File: src/rtl/render_pkg.sv
// -----------------------------------------------------------------------------
// render_pkg
// Shared types and constants for the image renderer.
//   fade_state_e  : fade controller states (DARK, FADING_IN, SHOWN, FADING_OUT)
//   LEVEL_MAX     : full-brightness fade level (16)
//   LEVEL_BITS    : width of the fade level (5 bits, holds 0..16)
//   scale_channel : (c * level) >> 4 on a 4-bit colour channel
// -----------------------------------------------------------------------------
package render_pkg;

   localparam int LEVEL_MAX  = 16;
   localparam int LEVEL_BITS = 5;

   localparam logic [LEVEL_BITS-1:0] LVL_MAX  = LEVEL_BITS'(LEVEL_MAX);
   localparam logic [LEVEL_BITS-1:0] LVL_ZERO = '0;

   typedef enum logic [1:0] {
      DARK       = 2'd0,
      FADING_IN  = 2'd1,
      SHOWN      = 2'd2,
      FADING_OUT = 2'd3
   } fade_state_e;

   // 9-bit product: 15 * 16 = 240, so level 16 returns c unchanged.
   function automatic logic [3:0] scale_channel(input logic [3:0]            c,
                                                input logic [LEVEL_BITS-1:0] lvl);
      logic [8:0] w_prod;
      w_prod = 9'(c) * 9'(lvl);
      return 4'(w_prod >> 4);
   endfunction

endpackage

File: src/rtl/image_renderer_fade_ctrl.sv
// -----------------------------------------------------------------------------
// fade_ctrl
// Fade state machine plus frame counter. The level moves one step every
// FRAMES_PER_STEP frame ticks while fading.
//   i_clk, i_rst      : clock, async active-high reset
//   i_frame_tick      : one pulse per frame
//   i_fade_in_req     : single-cycle fade-in command
//   i_fade_out_req    : single-cycle fade-out command
//   o_fade_level      : current level 0..16
//   o_fade_busy       : high in FADING_IN / FADING_OUT
//   o_state           : current state (debug visibility)
// -----------------------------------------------------------------------------
module fade_ctrl
   import render_pkg::*;
#(
   parameter int FRAMES_PER_STEP = 2
)(
   input  logic                  i_clk,
   input  logic                  i_rst,
   input  logic                  i_frame_tick,
   input  logic                  i_fade_in_req,
   input  logic                  i_fade_out_req,
   output logic [LEVEL_BITS-1:0] o_fade_level,
   output logic                  o_fade_busy,
   output fade_state_e           o_state
);

   localparam int CNT_W = (FRAMES_PER_STEP > 1) ? $clog2(FRAMES_PER_STEP) : 1;

   fade_state_e           r_state, w_next;
   logic [LEVEL_BITS-1:0] r_level;
   logic [CNT_W-1:0]      r_cnt;
   logic                  w_in, w_out, w_req_take, w_cnt_last, w_step_due;

   // Both requests together cancel each other out.
   assign w_in  = i_fade_in_req  & ~i_fade_out_req;
   assign w_out = i_fade_out_req & ~i_fade_in_req;

   // A request that actually changes state takes priority over a coincident
   // tick; that tick is dropped and does not step the level.
   assign w_req_take = (((r_state == DARK)  || (r_state == FADING_OUT)) && w_in) ||
                       (((r_state == SHOWN) || (r_state == FADING_IN))  && w_out);
   assign w_cnt_last = (r_cnt == CNT_W'(FRAMES_PER_STEP - 1));
   assign w_step_due = i_frame_tick && w_cnt_last && !w_req_take;

   // State register
   always_ff @(posedge i_clk or posedge i_rst) begin
      if (i_rst) r_state <= DARK;
      else       r_state <= w_next;
   end

   // Next-state logic. The terminal transition happens on the same edge
   // as the final level step; a level already at its end value (reversal
   // before any step) leaves immediately.
   always_comb begin
      w_next = r_state;
      unique case (r_state)
         DARK:       if (w_in) w_next = FADING_IN;
         FADING_IN:  if (w_out)                                       w_next = FADING_OUT;
                     else if ((r_level == LVL_MAX) ||
                              (w_step_due && (r_level == LVL_MAX - 1'b1))) w_next = SHOWN;
         SHOWN:      if (w_out) w_next = FADING_OUT;
         FADING_OUT: if (w_in)                                        w_next = FADING_IN;
                     else if ((r_level == LVL_ZERO) ||
                              (w_step_due && (r_level == LEVEL_BITS'(1)))) w_next = DARK;
         default:    w_next = DARK;
      endcase
   end

   // Outputs from state
   always_comb begin
      o_fade_busy = (r_state == FADING_IN) || (r_state == FADING_OUT);
   end

   // Frame counter and level
   always_ff @(posedge i_clk or posedge i_rst) begin
      if (i_rst) begin
         r_cnt   <= '0;
         r_level <= '0;
      end else begin
         if (r_state != w_next)
            r_cnt <= '0;
         else if (i_frame_tick)
            r_cnt <= w_cnt_last ? '0 : r_cnt + CNT_W'(1);

         if (w_step_due && (r_state == FADING_IN) && (r_level != LVL_MAX))
            r_level <= r_level + LEVEL_BITS'(1);
         else if (w_step_due && (r_state == FADING_OUT) && (r_level != LVL_ZERO))
            r_level <= r_level - LEVEL_BITS'(1);
      end
   end

   assign o_fade_level = r_level;
   assign o_state      = r_state;

endmodule

File: src/rtl/image_renderer.sv
// -----------------------------------------------------------------------------
// image_renderer
// Scales an IMG_W x IMG_H palette-indexed image to the screen and applies a
// frame-based fade. Colour appears 3 vga_clk after its DrawX/DrawY.
//   vga_clk, reset         : pixel clock, async active-high reset
//   DrawX, DrawY           : current pixel coordinate
//   blank                  : high = active video
//   fade_in_req/out_req    : single-cycle fade commands
//   rom_address / rom_q    : image ROM (data one cycle after address)
//   pal_index / pal_*      : external combinational palette
//   red, green, blue       : final colour
//   fade_level, fade_busy  : fade status
//   dbg_fade_state         : fade FSM state (debug)
// -----------------------------------------------------------------------------
module image_renderer
   import render_pkg::*;
#(
   parameter int IMG_W           = 175,
   parameter int IMG_H           = 480,
   parameter int SCR_W           = 640,
   parameter int SCR_H           = 480,
   parameter int IDX_BITS        = 4,
   parameter int ADDR_BITS       = 17,
   parameter int FRAMES_PER_STEP = 2
)(
   input  logic                  vga_clk,
   input  logic                  reset,
   input  logic [9:0]            DrawX,
   input  logic [9:0]            DrawY,
   input  logic                  blank,
   input  logic                  fade_in_req,
   input  logic                  fade_out_req,
   output logic [ADDR_BITS-1:0]  rom_address,
   input  logic [IDX_BITS-1:0]   rom_q,
   output logic [IDX_BITS-1:0]   pal_index,
   input  logic [3:0]            pal_red,
   input  logic [3:0]            pal_green,
   input  logic [3:0]            pal_blue,
   output logic [3:0]            red,
   output logic [3:0]            green,
   output logic [3:0]            blue,
   output logic [LEVEL_BITS-1:0] fade_level,
   output logic                  fade_busy,
   output fade_state_e           dbg_fade_state
);

   localparam int XI_W = $clog2(IMG_W);
   localparam int XF_W = $clog2(SCR_W);
   localparam int YF_W = $clog2(SCR_H);

   logic [XF_W-1:0]      r_xf, w_xf_cur, w_xf_next;
   logic [XF_W:0]        w_xf_sum;
   logic [XI_W-1:0]      r_xi, w_xi_cur, w_xi_next;
   logic [YF_W-1:0]      r_yf, w_yf_cur, w_yf_step;
   logic [YF_W:0]        w_yf_sum;
   logic [ADDR_BITS-1:0] r_row_base, w_row_cur, w_row_step, r_rom_address;
   logic [9:0]           r_prev_y;
   logic                 w_x_zero, w_active, w_new_line;
   logic                 r_at_origin, w_frame_tick;
   logic [IDX_BITS-1:0]  r_pal_index;
   logic [1:0]           r_blank_d;
   logic [3:0]           r_red, r_green, r_blue;

   assign w_x_zero   = (DrawX == 10'd0);
   assign w_active   = (DrawX < 10'(SCR_W)) && (DrawY < 10'(SCR_H));
   assign w_new_line = w_x_zero && (DrawY != r_prev_y);

   // DDA: x carries integer column + remainder mod SCR_W; y keeps the row
   // base address (row * IMG_W) so no multiply by the row is needed.
   always_comb begin
      w_xf_cur = w_x_zero ? '0 : r_xf;
      w_xi_cur = w_x_zero ? '0 : r_xi;
      w_xf_sum = {1'b0, w_xf_cur} + (XF_W+1)'(IMG_W);
      if (w_xf_sum >= (XF_W+1)'(SCR_W)) begin
         w_xf_next = XF_W'(w_xf_sum - (XF_W+1)'(SCR_W));
         w_xi_next = w_xi_cur + XI_W'(1);
      end else begin
         w_xf_next = w_xf_sum[XF_W-1:0];
         w_xi_next = w_xi_cur;
      end

      w_yf_sum = {1'b0, r_yf} + (YF_W+1)'(IMG_H);
      if (w_yf_sum >= (YF_W+1)'(SCR_H)) begin
         w_yf_step  = YF_W'(w_yf_sum - (YF_W+1)'(SCR_H));
         w_row_step = r_row_base + ADDR_BITS'(IMG_W);
      end else begin
         w_yf_step  = w_yf_sum[YF_W-1:0];
         w_row_step = r_row_base;
      end

      // The new line's step is used in the same cycle so DrawX==0 of a new
      // line already addresses the new row.
      if (DrawY == 10'd0) begin
         w_yf_cur  = '0;
         w_row_cur = '0;
      end else if (w_new_line) begin
         w_yf_cur  = w_yf_step;
         w_row_cur = w_row_step;
      end else begin
         w_yf_cur  = r_yf;
         w_row_cur = r_row_base;
      end
   end

   always_ff @(posedge vga_clk or posedge reset) begin
      if (reset) begin
         r_xf          <= '0;
         r_xi          <= '0;
         r_yf          <= '0;
         r_row_base    <= '0;
         r_prev_y      <= '0;
         r_rom_address <= '0;
      end else begin
         if (w_x_zero)
            r_prev_y <= DrawY;
         // Outside the visible area everything holds, including the address.
         if (w_active) begin
            r_xf          <= w_xf_next;
            r_xi          <= w_xi_next;
            r_yf          <= w_yf_cur;
            r_row_base    <= w_row_cur;
            r_rom_address <= ADDR_BITS'(w_xi_cur) + w_row_cur;
         end
      end
   end

   // Frame tick on the first cycle at the origin only.
   assign w_frame_tick = w_x_zero && (DrawY == 10'd0) && !r_at_origin;

   always_ff @(posedge vga_clk or posedge reset) begin
      if (reset) r_at_origin <= 1'b0;
      else       r_at_origin <= w_x_zero && (DrawY == 10'd0);
   end

   // Stage 2 (palette index) and stage 3 (scaled colour); blank follows the
   // data through two registers and gates the stage-3 colour register.
   always_ff @(posedge vga_clk or posedge reset) begin
      if (reset) begin
         r_pal_index <= '0;
         r_blank_d   <= '0;
         r_red       <= '0;
         r_green     <= '0;
         r_blue      <= '0;
      end else begin
         r_pal_index <= rom_q;
         r_blank_d   <= {r_blank_d[0], blank};
         if (r_blank_d[1]) begin
            r_red   <= scale_channel(pal_red,   fade_level);
            r_green <= scale_channel(pal_green, fade_level);
            r_blue  <= scale_channel(pal_blue,  fade_level);
         end else begin
            r_red   <= '0;
            r_green <= '0;
            r_blue  <= '0;
         end
      end
   end

   fade_ctrl #(
      .FRAMES_PER_STEP (FRAMES_PER_STEP)
   ) u_fade_ctrl (
      .i_clk          (vga_clk),
      .i_rst          (reset),
      .i_frame_tick   (w_frame_tick),
      .i_fade_in_req  (fade_in_req),
      .i_fade_out_req (fade_out_req),
      .o_fade_level   (fade_level),
      .o_fade_busy    (fade_busy),
      .o_state        (dbg_fade_state)
   );

   assign rom_address = r_rom_address;
   assign pal_index   = r_pal_index;
   assign red         = r_red;
   assign green       = r_green;
   assign blue        = r_blue;

endmodule

File: config.mk
export PLATFORM = sky130hd
export DESIGN_NAME = image_renderer
export DESIGN_NICKNAME = d
export VERILOG_FILES = /design/src/rtl/render_pkg.sv /design/src/rtl/image_renderer_fade_ctrl.sv /design/src/rtl/image_renderer.sv
export SDC_FILE = /design/constraint.sdc
export NUM_CORES = 1
export LEC_CHECK = 0
export BUFFER_PORTS_ARGS = -buffer_cell sky130_fd_sc_hd__buf_2
export CORE_ASPECT_RATIO = 1.1
export CORE_UTILIZATION = 55
export DETAILED_ROUTE_END_ITERATION = 8
export PLACE_DENSITY = 0.8
export SYNTH_ARGS = -nofsm -noshare
export SYNTH_HDL_FRONTEND = slang
export SYNTH_SLANG_ARGS = --single-unit
export TNS_END_PERCENT = 30
File: constraint.sdc
create_clock -name vga_clk -period 8.1 [get_ports vga_clk]
set_input_delay 0 -clock vga_clk [delete_from_list [all_inputs] [get_ports vga_clk]]
set_output_delay 0 -clock vga_clk [all_outputs]
set_load 0.02 [all_outputs]
==> impl_results.html, run 1 <==
<table>
<tr><th>Metric</th><th>Value</th></tr>
<tr><th colspan="2">Run status</th></tr>
<tr><td>Run status</td><td>finished clean</td></tr>
<tr><th colspan="2">Power</th></tr>
<tr><td>Peak supply drop</td><td>0.155 mV</td></tr>
<tr><td>Clock network fraction of design power</td><td>26.2%</td></tr>
<tr><td>Logic gate share of total power</td><td>36.1%</td></tr>
<tr><td>Switching pwr</td><td>607 µW</td></tr>
<tr><td>Proportion of total power due to net switching</td><td>37.3%</td></tr>
<tr><td>Power per unit of standard cell area</td><td>209 nW/µm²</td></tr>
<tr><td>Static Leak</td><td>3.69 nW</td></tr>
<tr><td>Power Internal</td><td>1.02 mW</td></tr>
<tr><td>Flop pwr share</td><td>37.7%</td></tr>
<tr><th colspan="2">Final layout</th></tr>
<tr><td>Final cell area excluding filler cells</td><td>7770 µm²</td></tr>
<tr><td>Diodes inserted</td><td>0</td></tr>
<tr><td>Fraction of layout cells with a size suffix above 1</td><td>13.7%</td></tr>
<tr><td>Final net count</td><td>992</td></tr>
<tr><td>Growth of design area from synthesis to finish</td><td>14.2%</td></tr>
<tr><th colspan="2">Clock tree</th></tr>
<tr><td>Clock insertion delay at the later pin of the skew report</td><td>0.34 ns</td></tr>
<tr><td>Number of clock sinks</td><td>93</td></tr>
<tr><td>Worst-case clock buffer depth</td><td>2</td></tr>
<tr><td>CTS clock-pin slew for the worst setup and hold paths</td><td>0.07 ns</td></tr>
<tr><td>Total number of H-tree levels</td><td>3</td></tr>
<tr><td>Root cell of the clock tree</td><td>sky130_fd_sc_hd__clkbuf_16</td></tr>
<tr><td>TritonCTS clock tree</td><td>built</td></tr>
<tr><td>Number of CTS-inserted buffers</td><td>9</td></tr>
<tr><th colspan="2">Logic synthesis</th></tr>
<tr><td>Prevailing post-synth register cell</td><td>sky130_fd_sc_hd__dfrtp_1</td></tr>
<tr><td>Number of different library cells in the post-synthesis netlist</td><td>64</td></tr>
<tr><td>Number of synthesized flops with an enable pin</td><td>0</td></tr>
<tr><td>Cell count after synthesis</td><td>801</td></tr>
<tr><td>Net count after synthesis</td><td>907</td></tr>
<tr><td>Average size of a mapped cell</td><td>8.50 µm²</td></tr>
<tr><td>Register area share after synthesis</td><td>34.2%</td></tr>
<tr><td>Seq cells post-synth</td><td>93</td></tr>
<tr><td>Share of synthesized flip-flops with an asynchronous set or reset</td><td>100%</td></tr>
<tr><td>Post-synthesis instance area</td><td>6810 µm²</td></tr>
<tr><td>Count of synthesis-stage warnings from yosys</td><td>0</td></tr>
<tr><th colspan="2">Routing</th></tr>
<tr><td>Total number of vias</td><td>5818</td></tr>
<tr><td>Via density</td><td>5.57</td></tr>
<tr><td>Number of DRC markers in iteration 0</td><td>231</td></tr>
<tr><td>Total routed wirelength</td><td>14.7 mm</td></tr>
<tr><td>DR pass1 iterations</td><td>5</td></tr>
<tr><td>DR WL/cell</td><td>14.1 µm</td></tr>
<tr><td>Antenna viol nets, final</td><td>0</td></tr>
<tr><td>Count of unresolved DRC violations after routing</td><td>0</td></tr>
<tr><th colspan="2">Hold path</th></tr>
<tr><td>Hold WC Path Type</td><td>input pin to register</td></tr>
<tr><th colspan="2">Timing</th></tr>
<tr><td>Number of failing hold endpoints at the final stage</td><td>0</td></tr>
<tr><td>Skew final</td><td>0.00706 ns</td></tr>
<tr><td>Setup tns final</td><td>0 ns</td></tr>
<tr><td>Count of pins over their slew limit</td><td>0</td></tr>
<tr><td>Max frequency</td><td>202 MHz</td></tr>
<tr><td>RSZ-0062 raised after global routing</td><td>no</td></tr>
<tr><td>Part of the cycle the worst path needs</td><td>61.2%</td></tr>
<tr><td>Max-slew headroom at the worst pin</td><td>41.9%</td></tr>
<tr><td>Slew at the pin with the worst max-slew slack</td><td>0.865 ns</td></tr>
<tr><td>Shortest clock period the worst path allows after layout</td><td>4.96 ns</td></tr>
<tr><td>Setup violators final</td><td>0</td></tr>
<tr><th colspan="2">Floorplanning</th></tr>
<tr><td>Area of the die</td><td>12800 µm²</td></tr>
<tr><td>Number of top-level pins</td><td>82</td></tr>
<tr><td>Die H</td><td>119 µm</td></tr>
<tr><td>Placement row count</td><td>42</td></tr>
<tr><td>CORE AREA</td><td>12000 µm²</td></tr>
<tr><td>Initial standard-cell utilization of the core</td><td>56.6%</td></tr>
<tr><td>Chip width</td><td>108 µm</td></tr>
<tr><th colspan="2">Setup path</th></tr>
<tr><td>Endpoint type of the worst setup path</td><td>register</td></tr>
<tr><td>Worst setup path category</td><td>register to register</td></tr>
<tr><td>Startpoint type of the worst setup path</td><td>register</td></tr>
<tr><td>Largest fanout of any net on the critical path</td><td>8</td></tr>
<tr><td>Required @ worst endpoint</td><td>8.33 ns</td></tr>
<tr><td>Data arrival time of the critical path</td><td>5.19 ns</td></tr>
<tr><th colspan="2">Place</th></tr>
<tr><td>Post-Place Cell Area</td><td>7310 µm²</td></tr>
<tr><td>I/O Buffers</td><td>81</td></tr>
<tr><td>Global placement routability congestion</td><td>0.834</td></tr>
<tr><td>Sum of net half-perimeters after detailed placement</td><td>10.3 mm</td></tr>
<tr><th colspan="2">GRT</th></tr>
<tr><td>Largest net degree at the start of global routing</td><td>64</td></tr>
<tr><td>Vias in the first global route</td><td>5650</td></tr>
<tr><td>Wire length of the first global-routing pass</td><td>25.3 mm</td></tr>
<tr><td>Overflow after GRT</td><td>0</td></tr>
<tr><td>Overall global routing resource usage</td><td>24.3%</td></tr>
<tr><td>Antenna violations before repair</td><td>0</td></tr>
<tr><th colspan="2">Run</th></tr>
<tr><td>Max-cap check violation count</td><td>0</td></tr>
</table>
-- kinds of logic after synthesis --
group | Yosys count | share of synthesized area [%]
buf+inv | 84 | 5.18
compound gates | 152 | 14.5
fa+ha+maj | 65 | 13.7
flops | 93 | 34.2
xor+xnor | 57 | 7.34
mux | 4 | 0.625
simple gates | 346 | 24.4
-- registers in the layout, summed over array words and instances, names as in the netlist --
signal	flops
green	4
r_prev_y	10
r_xi	8
r_blank_d	2
r_yf	4
u_fade_ctrl.o_fade_level	5
u_fade_ctrl.r_cnt	1
rom_address	17
r_xf	10
pal_index	4
red	4
blue	4
r_row_base	17
u_fade_ctrl.o_state	2
r_at_origin	1
-- layout by cell type (no fill, tap or decap), types with 14 or more instances in the layout --
cell type and count:
sky130_fd_sc_hd__o21ai_0 56, sky130_fd_sc_hd__dfrtp_1 93, sky130_fd_sc_hd__and2_1 30, sky130_fd_sc_hd__a21oi_1 27, sky130_fd_sc_hd__nand2_1 144, sky130_fd_sc_hd__nor2_1 52
sky130_fd_sc_hd__dlygate4sd3_1 16, sky130_fd_sc_hd__nor3_1 24, sky130_fd_sc_hd__nand3_1 19, sky130_fd_sc_hd__xnor2_1 41, sky130_fd_sc_hd__xor2_1 16, sky130_fd_sc_hd__fa_1 16
sky130_fd_sc_hd__ha_1 49, sky130_fd_sc_hd__o31ai_1 14, sky130_fd_sc_hd__inv_1 53, sky130_fd_sc_hd__buf_2 81
-- power groups by stage --
stage / clock (mW) / combinational, mW / sequential (mW)
2_1_floorplan: 0 / 0.433 / 0.637
3_3_place_gp: 0 / 0.566 / 0.617
3_5_place_dp: 0 / 0.579 / 0.619
4_1_cts: 0.437 / 0.590 / 0.611
5_1_grt: 0.456 / 0.664 / 0.625
6_report: 0.427 / 0.587 / 0.612
-- final cells by class --
cell class / count / area (µm²)
Multi-Input combinational cell: 624 / 4130
Inverter: 54 / 205
Sequential cell: 93 / 2330
Timing Repair Buffer: 104 / 618
Fill cell: 1036 / 4270
Clock buffer: 10 / 229
Clock inverter: 6 / 68.8
Tap cell: 154 / 193
-- synthesized netlist by cell type, types with 2 or more instances --
cell	instances	area share, %
sky130_fd_sc_hd__ha_1	49	9.0
sky130_fd_sc_hd__mux2i_1	2	0.29
sky130_fd_sc_hd__or3_1	7	0.64
sky130_fd_sc_hd__a22oi_1	2	0.22
sky130_fd_sc_hd__nor2_1	53	2.9
sky130_fd_sc_hd__o31ai_1	14	1.5
sky130_fd_sc_hd__xor2_1	16	2.1
sky130_fd_sc_hd__fa_1	16	4.7
sky130_fd_sc_hd__a21oi_1	27	2.0
sky130_fd_sc_hd__a31oi_1	9	0.83
sky130_fd_sc_hd__nand2_1	144	7.9
sky130_fd_sc_hd__nor3_1	24	1.8
sky130_fd_sc_hd__xnor2_1	41	5.3
sky130_fd_sc_hd__mux2_2	2	0.33
sky130_fd_sc_hd__nor3b_1	7	0.77
sky130_fd_sc_hd__a211o_1	2	0.26
sky130_fd_sc_hd__buf_6	5	0.83
sky130_fd_sc_hd__or4_1	5	0.55
sky130_fd_sc_hd__o21ai_0	56	4.1
sky130_fd_sc_hd__buf_1	2	0.11
sky130_fd_sc_hd__or2_2	4	0.37
sky130_fd_sc_hd__inv_1	54	3.0
sky130_fd_sc_hd__a21o_1	4	0.44
sky130_fd_sc_hd__o221ai_1	2	0.26
sky130_fd_sc_hd__o22ai_1	3	0.28
sky130_fd_sc_hd__nor4_1	7	0.64
sky130_fd_sc_hd__a211oi_1	2	0.22
sky130_fd_sc_hd__o211ai_1	4	0.44
sky130_fd_sc_hd__clkbuf_1	23	1.3
sky130_fd_sc_hd__nand4_1	10	0.92
sky130_fd_sc_hd__and3_1	11	1.0
sky130_fd_sc_hd__o31a_1	2	0.26
sky130_fd_sc_hd__and4_1	4	0.51
sky130_fd_sc_hd__and2_1	30	2.8
sky130_fd_sc_hd__o21bai_1	4	0.44
sky130_fd_sc_hd__nand3b_1	4	0.44
sky130_fd_sc_hd__dfrtp_1	93	34
sky130_fd_sc_hd__a22o_1	3	0.39
sky130_fd_sc_hd__nor2b_1	11	1.0
sky130_fd_sc_hd__nand3_1	19	1.4
-- metal layers --
metal / GRT usage (%) / share of wire, % / routed length, µm / up-vias
met5: 0 / 0 / 0 / -
met4: 8.13 / 1.9 / 280 / 0
met3: 3.64 / 3.5 / 509 / 22
met2: 42.0 / 49 / 7260 / 141
met1: 30.7 / 45 / 6670 / 2737
li1: - / - / - / 2918
-- path summary, 6_finish.rpt --
check | cells after the start | from | to | slack [ns]
setup / recovery | 18 | r_yf[5] | rom_address[16] | 3.14
hold / removal | 3 | fade_in_req | u_fade_ctrl.o_state[0] | 0.05
setup reg to reg | 18 | r_yf[5] | rom_address[16] | 3.14
hold reg to reg | 0 | r_blank_d[0] | r_blank_d[1] | 0.36
max in group asynchronous | 4 | reset | rom_address[3] | 6.78
min in group asynchronous | 3 | reset | pal_index[3] | 0.22
-- worst max-delay path: stages, from the launching register on --
cell                       delay [ns]
sky130_fd_sc_hd__dfrtp_1         0.42
sky130_fd_sc_hd__inv_1           0.10
sky130_fd_sc_hd__ha_1            0.36
sky130_fd_sc_hd__or3_1           0.35
sky130_fd_sc_hd__and3_1          0.21
sky130_fd_sc_hd__nor3_1          0.67
sky130_fd_sc_hd__xnor2_1         0.18
sky130_fd_sc_hd__nor2_1          0.14
sky130_fd_sc_hd__ha_1            0.20
sky130_fd_sc_hd__inv_1           0.06
sky130_fd_sc_hd__fa_1            0.41
sky130_fd_sc_hd__nor2b_1         0.15
sky130_fd_sc_hd__o21a_1          0.15
sky130_fd_sc_hd__o211ai_1        0.12
sky130_fd_sc_hd__a31oi_1         0.31
sky130_fd_sc_hd__nand2_1         0.12
sky130_fd_sc_hd__nor4b_1         0.57
sky130_fd_sc_hd__a31o_2          0.26
sky130_fd_sc_hd__nand3_1         0.06
-- stage by stage --
step | total power, mW | worst slack (ns) | std cells | hold WS, ns | utilization, %
4_1_cts | 1.64 | 3.20 | 1045 | 0.0298 | 64.6
2_1_floorplan | 1.07 | 3.77 | 801 | 0.0314 | -
6_report | 1.63 | 3.14 | 1045 | 0.0465 | 64.6
5_1_grt | 1.75 | 2.88 | 1045 | 0.0650 | 64.6
3_3_place_gp | 1.18 | 3.49 | 1013 | 0.0515 | 60.8
3_5_place_dp | 1.20 | 3.29 | 1013 | 0.0572 | 60.8
-- what timing repair did --
| action | CTS | global route |
|---|---|---|
| hold buffers | 16 | 0 |
| resized for setup | 0 | 0 |
| endpoints found under the hold margin | 52 | 0 |
| setup buffers | 0 | 0 |
No activity file was read; power rests on OpenSTA's default activity.
==> inputs of run 2 (changes only) <==
- ABC_AREA: default -> 1
- PLACE_DENSITY: 0.8 -> 0.79
- clock period: 8.1 -> 5.13 ns (I/O delays scaled with it)
==> impl_results.html, run 2 <==
<table>
<tr><th>Metric</th><th>Value</th></tr>
<tr><th colspan="2">GRT</th></tr>
<tr><td>Largest net degree at the start of global routing</td><td>83 (+30%)</td></tr>
<tr><td>Overflow after GRT</td><td>0 (unchanged)</td></tr>
<tr><td>Antenna violations before repair</td><td>0 (unchanged)</td></tr>
<tr><td>Vias in the first global route</td><td>6829 (+21%)</td></tr>
<tr><td>Wire length of the first global-routing pass</td><td>30.4 mm (+20%)</td></tr>
<tr><td>Overall global routing resource usage</td><td>26.3% (+1.9 points)</td></tr>
<tr><th colspan="2">Final layout</th></tr>
<tr><td>Fin util</td><td>64.0% (-0.58 points)</td></tr>
<tr><td>Final net count</td><td>1301 (+31%)</td></tr>
<tr><td>Most common library cell in the layout ignoring fill and taps</td><td>sky130_fd_sc_hd__nand2_1</td></tr>
<tr><td>Commonest cells after routing, fill and taps aside</td><td>sky130_fd_sc_hd__nand2_1 (372), sky130_fd_sc_hd__inv_1 (164), sky130_fd_sc_hd__dfrtp_1 (93), sky130_fd_sc_hd__nor2_1 (90)</td></tr>
<tr><td>Growth of design area from synthesis to finish</td><td>13.0%</td></tr>
<tr><td>Area used by multi-input combinational logic</td><td>4400 µm² (+6.7%)</td></tr>
<tr><td>Fraction of layout cells with a size suffix above 1</td><td>11.5% (-2.2 points)</td></tr>
<tr><td>Fill count</td><td>1232 (+19%)</td></tr>
<tr><td>Diodes inserted</td><td>0 (unchanged)</td></tr>
<tr><td>Sequential standard cell area</td><td>2330 µm² (unchanged)</td></tr>
<tr><th colspan="2">Clock tree</th></tr>
<tr><td>Worst-case clock buffer depth</td><td>2 (unchanged)</td></tr>
<tr><td>Root cell of the clock tree</td><td>sky130_fd_sc_hd__clkbuf_16</td></tr>
<tr><td>CTS-repair resized insts</td><td>0 (unchanged)</td></tr>
<tr><td>Number of CTS-inserted buffers</td><td>9 (unchanged)</td></tr>
<tr><td>Clock insertion delay at the later pin of the skew report</td><td>0.35 ns (about the same)</td></tr>
<tr><td>Number of clock sinks</td><td>93 (unchanged)</td></tr>
<tr><td>Post-CTS Setup Repair Bufs</td><td>0 (unchanged)</td></tr>
<tr><td>CTS clock-pin slew for the worst setup and hold paths</td><td>0.07 ns (about the same)</td></tr>
<tr><td>Total number of H-tree levels</td><td>3 (unchanged)</td></tr>
<tr><td>TritonCTS clock tree</td><td>built</td></tr>
<tr><th colspan="2">Logic synthesis</th></tr>
<tr><td>Count of synthesis-stage warnings from yosys</td><td>0 (unchanged)</td></tr>
<tr><td>Leading cell types by count after synthesis</td><td>sky130_fd_sc_hd__nand2_1 (372), sky130_fd_sc_hd__inv_1 (165), sky130_fd_sc_hd__dfrtp_1 (93)</td></tr>
<tr><td>Number of different library cells in the post-synthesis netlist</td><td>45 (-30%)</td></tr>
<tr><td>Cell count after synthesis</td><td>1110 (+39%)</td></tr>
<tr><td>Top cells by area, synth</td><td>sky130_fd_sc_hd__dfrtp_1 (31%), sky130_fd_sc_hd__nand2_1 (19%), sky130_fd_sc_hd__inv_1 (8.2%), sky130_fd_sc_hd__ha_1 (8.2%), sky130_fd_sc_hd__nand3_1 (5.4%)</td></tr>
<tr><td>Library cell with the highest instance count after synthesis</td><td>sky130_fd_sc_hd__nand2_1</td></tr>
<tr><td>Number of synthesized flops with an enable pin</td><td>0 (unchanged)</td></tr>
<tr><td>Average size of a mapped cell</td><td>6.77 µm² (-20%)</td></tr>
<tr><td>Fraction of post-synthesis cell area in the top cell type by area</td><td>31.0% (-3.2 points)</td></tr>
<tr><td>Seq cells post-synth</td><td>93 (unchanged)</td></tr>
<tr><td>Share of synthesized flip-flops with an asynchronous set or reset</td><td>100% (unchanged)</td></tr>
<tr><td>Post-synthesis instance area</td><td>7510 µm² (+10%)</td></tr>
<tr><td>Prevailing post-synth register cell</td><td>sky130_fd_sc_hd__dfrtp_1</td></tr>
<tr><td>Register area share after synthesis</td><td>31.0% (-3.2 points)</td></tr>
<tr><td>Net count after synthesis</td><td>1216 (+34%)</td></tr>
<tr><td>Cell taking the most area after synthesis</td><td>sky130_fd_sc_hd__dfrtp_1</td></tr>
<tr><th colspan="2">Setup path</th></tr>
<tr><td>Cell-by-cell listing of the critical path</td><td>inv_2 -&gt; ha_1 -&gt; o211ai_2 -&gt; inv_2 -&gt; nor2_4 -&gt; inv_1 -&gt; or2_0 -&gt; o21ai_0 -&gt; a21oi_1 -&gt; ha_1 -&gt; inv_1 -&gt; nor4_1 -&gt; nand2_1 -&gt; nand2_1 -&gt; nand2_1 -&gt; nand2_1 -&gt; nand4_1 -&gt; nor2_1 -&gt; nand3_1 -&gt; nor3_1 -&gt; nor2_1</td></tr>
<tr><td>Data arrival time of the critical path</td><td>4.39 ns (-0.80 ns)</td></tr>
<tr><td>Last element of the critical path</td><td>rom_address[15]</td></tr>
<tr><td>Register-to-register path setup slack</td><td>0.97 ns (-2.17 ns)</td></tr>
<tr><td>Endpoint type of the worst setup path</td><td>register</td></tr>
<tr><td>Launching point of the worst reg2reg path</td><td>r_yf[5]</td></tr>
<tr><td>Largest fanout of any net on the critical path</td><td>15 (+7)</td></tr>
<tr><td>Worst setup path category</td><td>register to register</td></tr>
<tr><td>Worst-path cell with the longest stage delay</td><td>sky130_fd_sc_hd__o211ai_2</td></tr>
<tr><td>Number of cell instances on the worst register-to-register path</td><td>21 (+3)</td></tr>
<tr><td>R2r endpoint</td><td>rom_address[15]</td></tr>
<tr><td>Startpoint type of the worst setup path</td><td>register</td></tr>
<tr><td>Crit-path max cell delay</td><td>0.54 ns (-0.13 ns)</td></tr>
<tr><td>Most Frequent Cell on Critical Path</td><td>sky130_fd_sc_hd__nand2_1</td></tr>
<tr><td>Required @ worst endpoint</td><td>5.37 ns (-2.96 ns)</td></tr>
<tr><td>Critical Path Source</td><td>r_yf[5]</td></tr>
<tr><th colspan="2">Place</th></tr>
<tr><td>Sum of net half-perimeters after detailed placement</td><td>12.8 mm (+24%)</td></tr>
<tr><td>I/O Buffers</td><td>81 (unchanged)</td></tr>
<tr><td>Global placement routability congestion</td><td>0.896 (+7.4%)</td></tr>
<tr><th colspan="2">Floorplanning</th></tr>
<tr><td>Initial standard-cell utilization of the core</td><td>56.6% (+0.060 points)</td></tr>
<tr><td>Number of top-level pins</td><td>82 (unchanged)</td></tr>
<tr><td>Placement row count</td><td>44 (+4.8%)</td></tr>
<tr><td>Chip width</td><td>113 µm (+5.0%)</td></tr>
<tr><td>Die H</td><td>125 µm (+5.0%)</td></tr>
<tr><td>CORE AREA</td><td>13300 µm² (+10%)</td></tr>
<tr><td>Area of the die</td><td>14100 µm² (+10%)</td></tr>
<tr><th colspan="2">Routing</th></tr>
<tr><td>DR WL/cell</td><td>12.6 µm (-11%)</td></tr>
<tr><td>Antenna viol nets, final</td><td>0 (unchanged)</td></tr>
<tr><td>Total routed wirelength</td><td>17.4 mm (+18%)</td></tr>
<tr><td>Via density</td><td>5.18 (-7.0%)</td></tr>
<tr><td>DR pass1 iterations</td><td>5 (unchanged)</td></tr>
<tr><td>Count of unresolved DRC violations after routing</td><td>0 (unchanged)</td></tr>
<tr><td>Total number of vias</td><td>7167 (+23%)</td></tr>
<tr><td>Number of DRC markers in iteration 0</td><td>528 (+130%)</td></tr>
<tr><th colspan="2">Power</th></tr>
<tr><td>Static Leak</td><td>4.73 nW (+28%)</td></tr>
<tr><td>Overall Power</td><td>3.06 mW (+88%)</td></tr>
<tr><td>Power per unit of standard cell area</td><td>360 nW/µm² (+72%)</td></tr>
<tr><td>Peak supply drop</td><td>0.252 mV (+63%)</td></tr>
<tr><th colspan="2">Timing</th></tr>
<tr><td>Max-slew headroom at the worst pin</td><td>27.2% (-15 points)</td></tr>
<tr><td>Setup tns final</td><td>0 ns (unchanged)</td></tr>
<tr><td>Number of failing hold endpoints at the final stage</td><td>0 (unchanged)</td></tr>
<tr><td>Skew final</td><td>0.0116 ns (+0.00453 ns)</td></tr>
<tr><td>Max frequency</td><td>241 MHz (+19%)</td></tr>
<tr><td>Slew at the pin with the worst max-slew slack</td><td>1.09 ns (+0.226 ns)</td></tr>
<tr><td>Part of the cycle the worst path needs</td><td>81.0% (+20 points)</td></tr>
<tr><td>Count of pins over their slew limit</td><td>0 (unchanged)</td></tr>
<tr><td>Setup violators final</td><td>0 (unchanged)</td></tr>
<tr><td>Shortest clock period the worst path allows after layout</td><td>4.16 ns (-0.803 ns)</td></tr>
<tr><td>RSZ-0062 raised after global routing</td><td>no</td></tr>
<tr><th colspan="2">Run status</th></tr>
<tr><td>Run status</td><td>finished clean</td></tr>
<tr><th colspan="2">Run</th></tr>
<tr><td>Max-cap check violation count</td><td>0 (unchanged)</td></tr>
<tr><th colspan="2">Hold path</th></tr>
<tr><td>Hold WC Path Type</td><td>input pin to register</td></tr>
</table>
## run 2: final cells by class
cell class / instances / area share [%]
well taps: 184 / 2.71
repair buffers: 101 / 7.02
flip-flops and latches: 93 / 27.4
clock buffers: 11 / 2.86
multi-input cells: 817 / 51.9
clock inverters: 5 / 0.427
inverters: 173 / 7.68
## run 2: what timing repair did
item	in CTS	in global routing
hold buffers	16	0
setup endpoints to repair	0	0
endpoints found under the hold margin	26	0
## run 2: power breakdown
group / switching [mW] / total (mW) / internal (mW)
Clock: 0.292 / 0.634 / 0.342
Combinational: 0.917 / 1.39 / 0.475
Sequential: 0.135 / 1.03 / 0.894
## run 2: kinds of logic (layout without fill, tap and decap cells)
family / count (synthesis) / in the layout / share of synthesized area [%]
flops: 93 / 93 / 31.0
fa+ha+maj: 65 / 65 / 12.4
mux: 1 / 1 / 0.133
xor+xnor: 24 / 24 / 2.80
simple gates: 605 / 605 / 34.2
buf+inv: 200 / 290 / 10.5
compound gates: 122 / 122 / 9.00
## run 2: worst min path at each step
stage	cells past startpoint	to	start
floorplan	0	pal_index[0]	rom_q[0]
global placement	2	red[3]	reset
detailed placement	2	red[3]	reset
CTS	3	green[0]	pal_green[0]
global route	3	pal_index[2]	reset
finish	3	green[0]	pal_green[0]
## run 2: critical path, delay by kind of cell, from the launching register on
kind / cells / cell delay [ns]
flip-flops: 1 / 0.37
adder cells (fa/ha/maj): 2 / 0.63
AO/OA/AOI/OAI: 3 / 0.79
AND/OR/NAND/NOR: 12 / 1.77
buffers and inverters: 4 / 0.48
## run 2: metrics by stage
stage          area [µm²]  setup slack (ns)  hold WS (ns)  instances
6_report             8490             0.975        0.0880       1384
3_3_place_gp         8050              1.17       -0.0940       1352
5_1_grt              8490             0.614         0.107       1384
3_5_place_dp         8050             0.988       -0.0910       1352
2_1_floorplan        7510              1.70        0.0314       1110
4_1_cts              8490             0.993        0.0757       1384
## run 2: metal layers
layer / track usage, % / routed length, µm
met3: 3.36 / 609
met4: 9.98 / 365
met2: 46.0 / 8600
met1: 32.7 / 7830
met5: 0 / 0
==> inputs of run 3 (changes only) <==
- clock period: 5.13 -> 4 ns (I/O delays scaled with it)
==> impl_results.html, run 3 (synthesized netlist as in run 2, its figures left out) <==
<table>
<tr><th>Metric</th><th>Value</th></tr>
<tr><th colspan="2">GRT</th></tr>
<tr><td>Wire length of the first global-routing pass</td><td>30.2 mm (-0.54%)</td></tr>
<tr><td>Vias in the first global route</td><td>6850 (+0.31%)</td></tr>
<tr><td>Overflow after GRT</td><td>0 (unchanged)</td></tr>
<tr><td>Largest net degree at the start of global routing</td><td>67 (-19%)</td></tr>
<tr><td>Overall global routing resource usage</td><td>26.3% (about the same)</td></tr>
<tr><td>Antenna violations before repair</td><td>0 (unchanged)</td></tr>
<tr><th colspan="2">Setup path</th></tr>
<tr><td>Worst-path cell with the longest stage delay</td><td>sky130_fd_sc_hd__fa_1</td></tr>
<tr><td>Number of cell instances on the worst register-to-register path</td><td>24 (+14%)</td></tr>
<tr><td>Cell family with the largest share of critical-path delay</td><td>simple AND/OR/NAND/NOR gates</td></tr>
<tr><td>Most Frequent Cell on Critical Path</td><td>sky130_fd_sc_hd__inv_1</td></tr>
<tr><td>Total buffers and inverters traversed by the critical path</td><td>8 (+4)</td></tr>
<tr><td>R2r endpoint</td><td>rom_address[12]</td></tr>
<tr><td>Worst setup path category</td><td>register to register</td></tr>
<tr><td>Largest fanout of any net on the critical path</td><td>8 (-7)</td></tr>
<tr><td>Startpoint type of the worst setup path</td><td>register</td></tr>
<tr><td>Crit-path max cell delay</td><td>0.39 ns (-0.15 ns)</td></tr>
<tr><td>Endpoint type of the worst setup path</td><td>register</td></tr>
<tr><td>Data arrival time of the critical path</td><td>3.87 ns (-0.52 ns)</td></tr>
<tr><td>Cell-by-cell listing of the critical path</td><td>inv_2 -&gt; ha_1 -&gt; inv_1 -&gt; nor2_1 -&gt; o211ai_2 -&gt; inv_2 -&gt; nor2_4 -&gt; inv_1 -&gt; o21ai_0 -&gt; a21oi_1 -&gt; ha_1 -&gt; inv_1 -&gt; fa_1 -&gt; inv_1 -&gt; a31oi_1 -&gt; inv_1 -&gt; a21o_1 -&gt; nand4_1 -&gt; nor2_1 -&gt; inv_2 -&gt; nor2_2 -&gt; nand2_1 -&gt; nand2_1 -&gt; o21ai_1</td></tr>
<tr><td>Register-to-register path setup slack</td><td>0.38 ns (-0.60 ns)</td></tr>
<tr><td>Launching point of the worst reg2reg path</td><td>r_yf[5]</td></tr>
<tr><td>Required @ worst endpoint</td><td>4.25 ns (-1.12 ns)</td></tr>
<tr><th colspan="2">Timing</th></tr>
<tr><td>RSZ-0062 raised after global routing</td><td>no</td></tr>
<tr><td>Skew final</td><td>0.00874 ns (-0.00284 ns)</td></tr>
<tr><td>Tightest hold margin</td><td>0.0965 ns (+0.00846 ns)</td></tr>
<tr><td>Part of the cycle the worst path needs</td><td>90.6% (+9.6 points)</td></tr>
<tr><td>Max-slew headroom at the worst pin</td><td>45.1% (+18 points)</td></tr>
<tr><td>Setup tns final</td><td>0 ns (unchanged)</td></tr>
<tr><td>Count of pins over their slew limit</td><td>0 (unchanged)</td></tr>
<tr><td>Min setup slack post-route</td><td>0.377 ns (-0.598 ns)</td></tr>
<tr><td>Setup violators final</td><td>0 (unchanged)</td></tr>
<tr><td>Slew at the pin with the worst max-slew slack</td><td>0.824 ns (-0.268 ns)</td></tr>
<tr><td>Max frequency</td><td>276 MHz (+15%)</td></tr>
<tr><td>Shortest clock period the worst path allows after layout</td><td>3.62 ns (-0.532 ns)</td></tr>
<tr><td>Number of failing hold endpoints at the final stage</td><td>0 (unchanged)</td></tr>
<tr><th colspan="2">Power</th></tr>
<tr><td>Static Leak</td><td>4.78 nW (+0.93%)</td></tr>
<tr><td>Peak supply drop</td><td>0.301 mV (+20%)</td></tr>
<tr><td>Power per unit of standard cell area</td><td>473 nW/µm² (+31%)</td></tr>
<tr><th colspan="2">Clock tree</th></tr>
<tr><td>TritonCTS clock tree</td><td>built</td></tr>
<tr><td>Clock insertion delay at the later pin of the skew report</td><td>0.36 ns (about the same)</td></tr>
<tr><td>Number of clock sinks</td><td>93 (unchanged)</td></tr>
<tr><td>Worst-case clock buffer depth</td><td>2 (unchanged)</td></tr>
<tr><td>Number of CTS-inserted buffers</td><td>9 (unchanged)</td></tr>
<tr><td>Total number of H-tree levels</td><td>3 (unchanged)</td></tr>
<tr><td>Root cell of the clock tree</td><td>sky130_fd_sc_hd__clkbuf_16</td></tr>
<tr><td>CTS clock-pin slew for the worst setup and hold paths</td><td>0.07 ns (about the same)</td></tr>
<tr><th colspan="2">Final layout</th></tr>
<tr><td>Fill count</td><td>1189 (-3.5%)</td></tr>
<tr><td>Final net count</td><td>1304 (+0.23%)</td></tr>
<tr><td>Final standard cell count with taps included and fillers excluded</td><td>1387 (+0.22%)</td></tr>
<tr><td>Growth of design area from synthesis to finish</td><td>14.0%</td></tr>
<tr><td>Diodes inserted</td><td>0 (unchanged)</td></tr>
<tr><td>Most common library cell in the layout ignoring fill and taps</td><td>sky130_fd_sc_hd__nand2_1</td></tr>
<tr><td>Commonest cells after routing, fill and taps aside</td><td>sky130_fd_sc_hd__nand2_1 (372), sky130_fd_sc_hd__inv_1 (164), sky130_fd_sc_hd__dfrtp_1 (93), sky130_fd_sc_hd__nor2_1 (89)</td></tr>
<tr><td>Final cell area excluding filler cells</td><td>8560 µm² (+0.90%)</td></tr>
<tr><td>Fraction of layout cells with a size suffix above 1</td><td>11.9% (+0.39 points)</td></tr>
<tr><th colspan="2">Routing</th></tr>
<tr><td>Met2 layer wire length in the routed design</td><td>8.55 mm (-0.54%)</td></tr>
<tr><td>Met1 Wirelength</td><td>7.68 mm (-1.9%)</td></tr>
<tr><td>WL met3</td><td>742 µm (+22%)</td></tr>
<tr><td>Count of unresolved DRC violations after routing</td><td>0 (unchanged)</td></tr>
<tr><td>Total number of vias</td><td>7195 (+0.39%)</td></tr>
<tr><td>Via density</td><td>5.19 (+0.17%)</td></tr>
<tr><td>DR pass1 iterations</td><td>7 (+2)</td></tr>
<tr><td>Antenna viol nets, final</td><td>0 (unchanged)</td></tr>
<tr><td>Number of DRC markers in iteration 0</td><td>571 (+8.1%)</td></tr>
<tr><td>Total routed wirelength</td><td>17.4 mm (about the same)</td></tr>
<tr><td>DR WL/cell</td><td>12.6 µm (-0.18%)</td></tr>
<tr><td>Highest signal layer in the routed design</td><td>met4</td></tr>
<tr><th colspan="2">Floorplanning</th></tr>
<tr><td>Initial standard-cell utilization of the core</td><td>56.6% (unchanged)</td></tr>
<tr><td>Die H</td><td>125 µm (unchanged)</td></tr>
<tr><td>Placement row count</td><td>44 (unchanged)</td></tr>
<tr><td>Area of the die</td><td>14100 µm² (unchanged)</td></tr>
<tr><td>Number of top-level pins</td><td>82 (unchanged)</td></tr>
<tr><td>Chip width</td><td>113 µm (unchanged)</td></tr>
<tr><td>CORE AREA</td><td>13300 µm² (unchanged)</td></tr>
<tr><th colspan="2">Hold path</th></tr>
<tr><td>Hold depth</td><td>5 (+2)</td></tr>
<tr><td>Endpoint with the worst hold slack</td><td>u_fade_ctrl.o_state[0]</td></tr>
<tr><td>Worst hold start</td><td>fade_in_req</td></tr>
<tr><td>Hold WC Path Type</td><td>input pin to register</td></tr>
<tr><th colspan="2">Place</th></tr>
<tr><td>Post-Place Cell Area</td><td>8070 µm² (+0.28%)</td></tr>
<tr><td>Number of cells in the design after placement</td><td>1355 (+0.22%)</td></tr>
<tr><td>Sum of net half-perimeters after detailed placement</td><td>12.8 mm (-0.13%)</td></tr>
<tr><td>Worst Setup Slack post-DPL</td><td>0.390 ns (-0.598 ns)</td></tr>
<tr><td>I/O Buffers</td><td>81 (unchanged)</td></tr>
<tr><td>Global placement routability congestion</td><td>0.950 (+6.0%)</td></tr>
<tr><th colspan="2">Run</th></tr>
<tr><td>Max-cap check violation count</td><td>0 (unchanged)</td></tr>
<tr><th colspan="2">Run status</th></tr>
<tr><td>Run status</td><td>finished clean</td></tr>
</table>
==> run 3: cell types whose count changed in the layout (fill, tap and decap cells not counted), sizes merged <==
| cell | previous run | this run |
|---|---|---|
| inv | 172 | 174 |
| clkbuf | 11 | 10 |
| bufinv | 0 | 2 |
| clkinvlp | 3 | 0 |
| buf | 85 | 88 |
==> run 3: metal layers <==
layer	GRT usage [%]	vias up
met3	3.16	27
met5	0	-
met2	46.3	193
li1	-	3680
met1	32.0	3295
met4	11.3	0
==> run 3: worst max-delay path by stage <==
stage | cells after the start | slack, ns | from | endpoint
2_1_floorplan | 17 | 0.57 | u_fade_ctrl.o_fade_level[2] | blue[3]
3_3_place_gp | 21 | 0.49 | r_yf[5] | rom_address[15]
3_5_place_dp | 21 | 0.39 | r_yf[5] | rom_address[15]
4_1_cts | 21 | 0.37 | r_yf[5] | rom_address[15]
5_1_grt | 24 | 0.04 | r_yf[5] | rom_address[12]
6_report | 24 | 0.38 | r_yf[5] | rom_address[12]
==> run 3: cell type report <==
| class | count | area, µm² | area share, % |
|---|---|---|---|
| multi-input cells | 817 | 4410 | 51.5 |
| flip-flops and latches | 93 | 2330 | 27.2 |
| inverters | 173 | 652 | 7.61 |
| well taps | 184 | 230 | 2.69 |
| repair buffers | 104 | 618 | 7.22 |
| clock inverters | 6 | 95.1 | 1.11 |
| clock buffers | 10 | 229 | 2.67 |
==> run 3: power by group <==
group          switching (mW)  leakage, nW  internal (mW)
registers               0.172         1.13           1.15
logic                    1.18         3.49          0.609
clock network           0.394        0.158          0.555
==> run 3: what timing repair did <==
action,4_1_cts,5_1_grt
hold buffers,16,0
gates resized for setup,0,2
endpoints found under the hold margin,80,0
endpoints found under the setup margin,0,1
setup buffers,0,0
==> run 3: worst reg2reg max path, delay by kind of cell (launching register included) <==
family / cells / cell delay [ns]
compound gates: 6 / 0.71
fa+ha+maj: 3 / 0.77
buf+inv: 8 / 0.68
flops: 1 / 0.37
simple gates: 7 / 0.98
==> run 3: metrics by stage <==
step / power, mW / utilization (%)
2_1_floorplan: 2.67 / -
3_3_place_gp: 3.05 / 60.8
3_5_place_dp: 3.08 / 60.8
4_1_cts: 4.06 / 64.5
5_1_grt: 4.38 / 64.6
6_report: 4.05 / 64.6
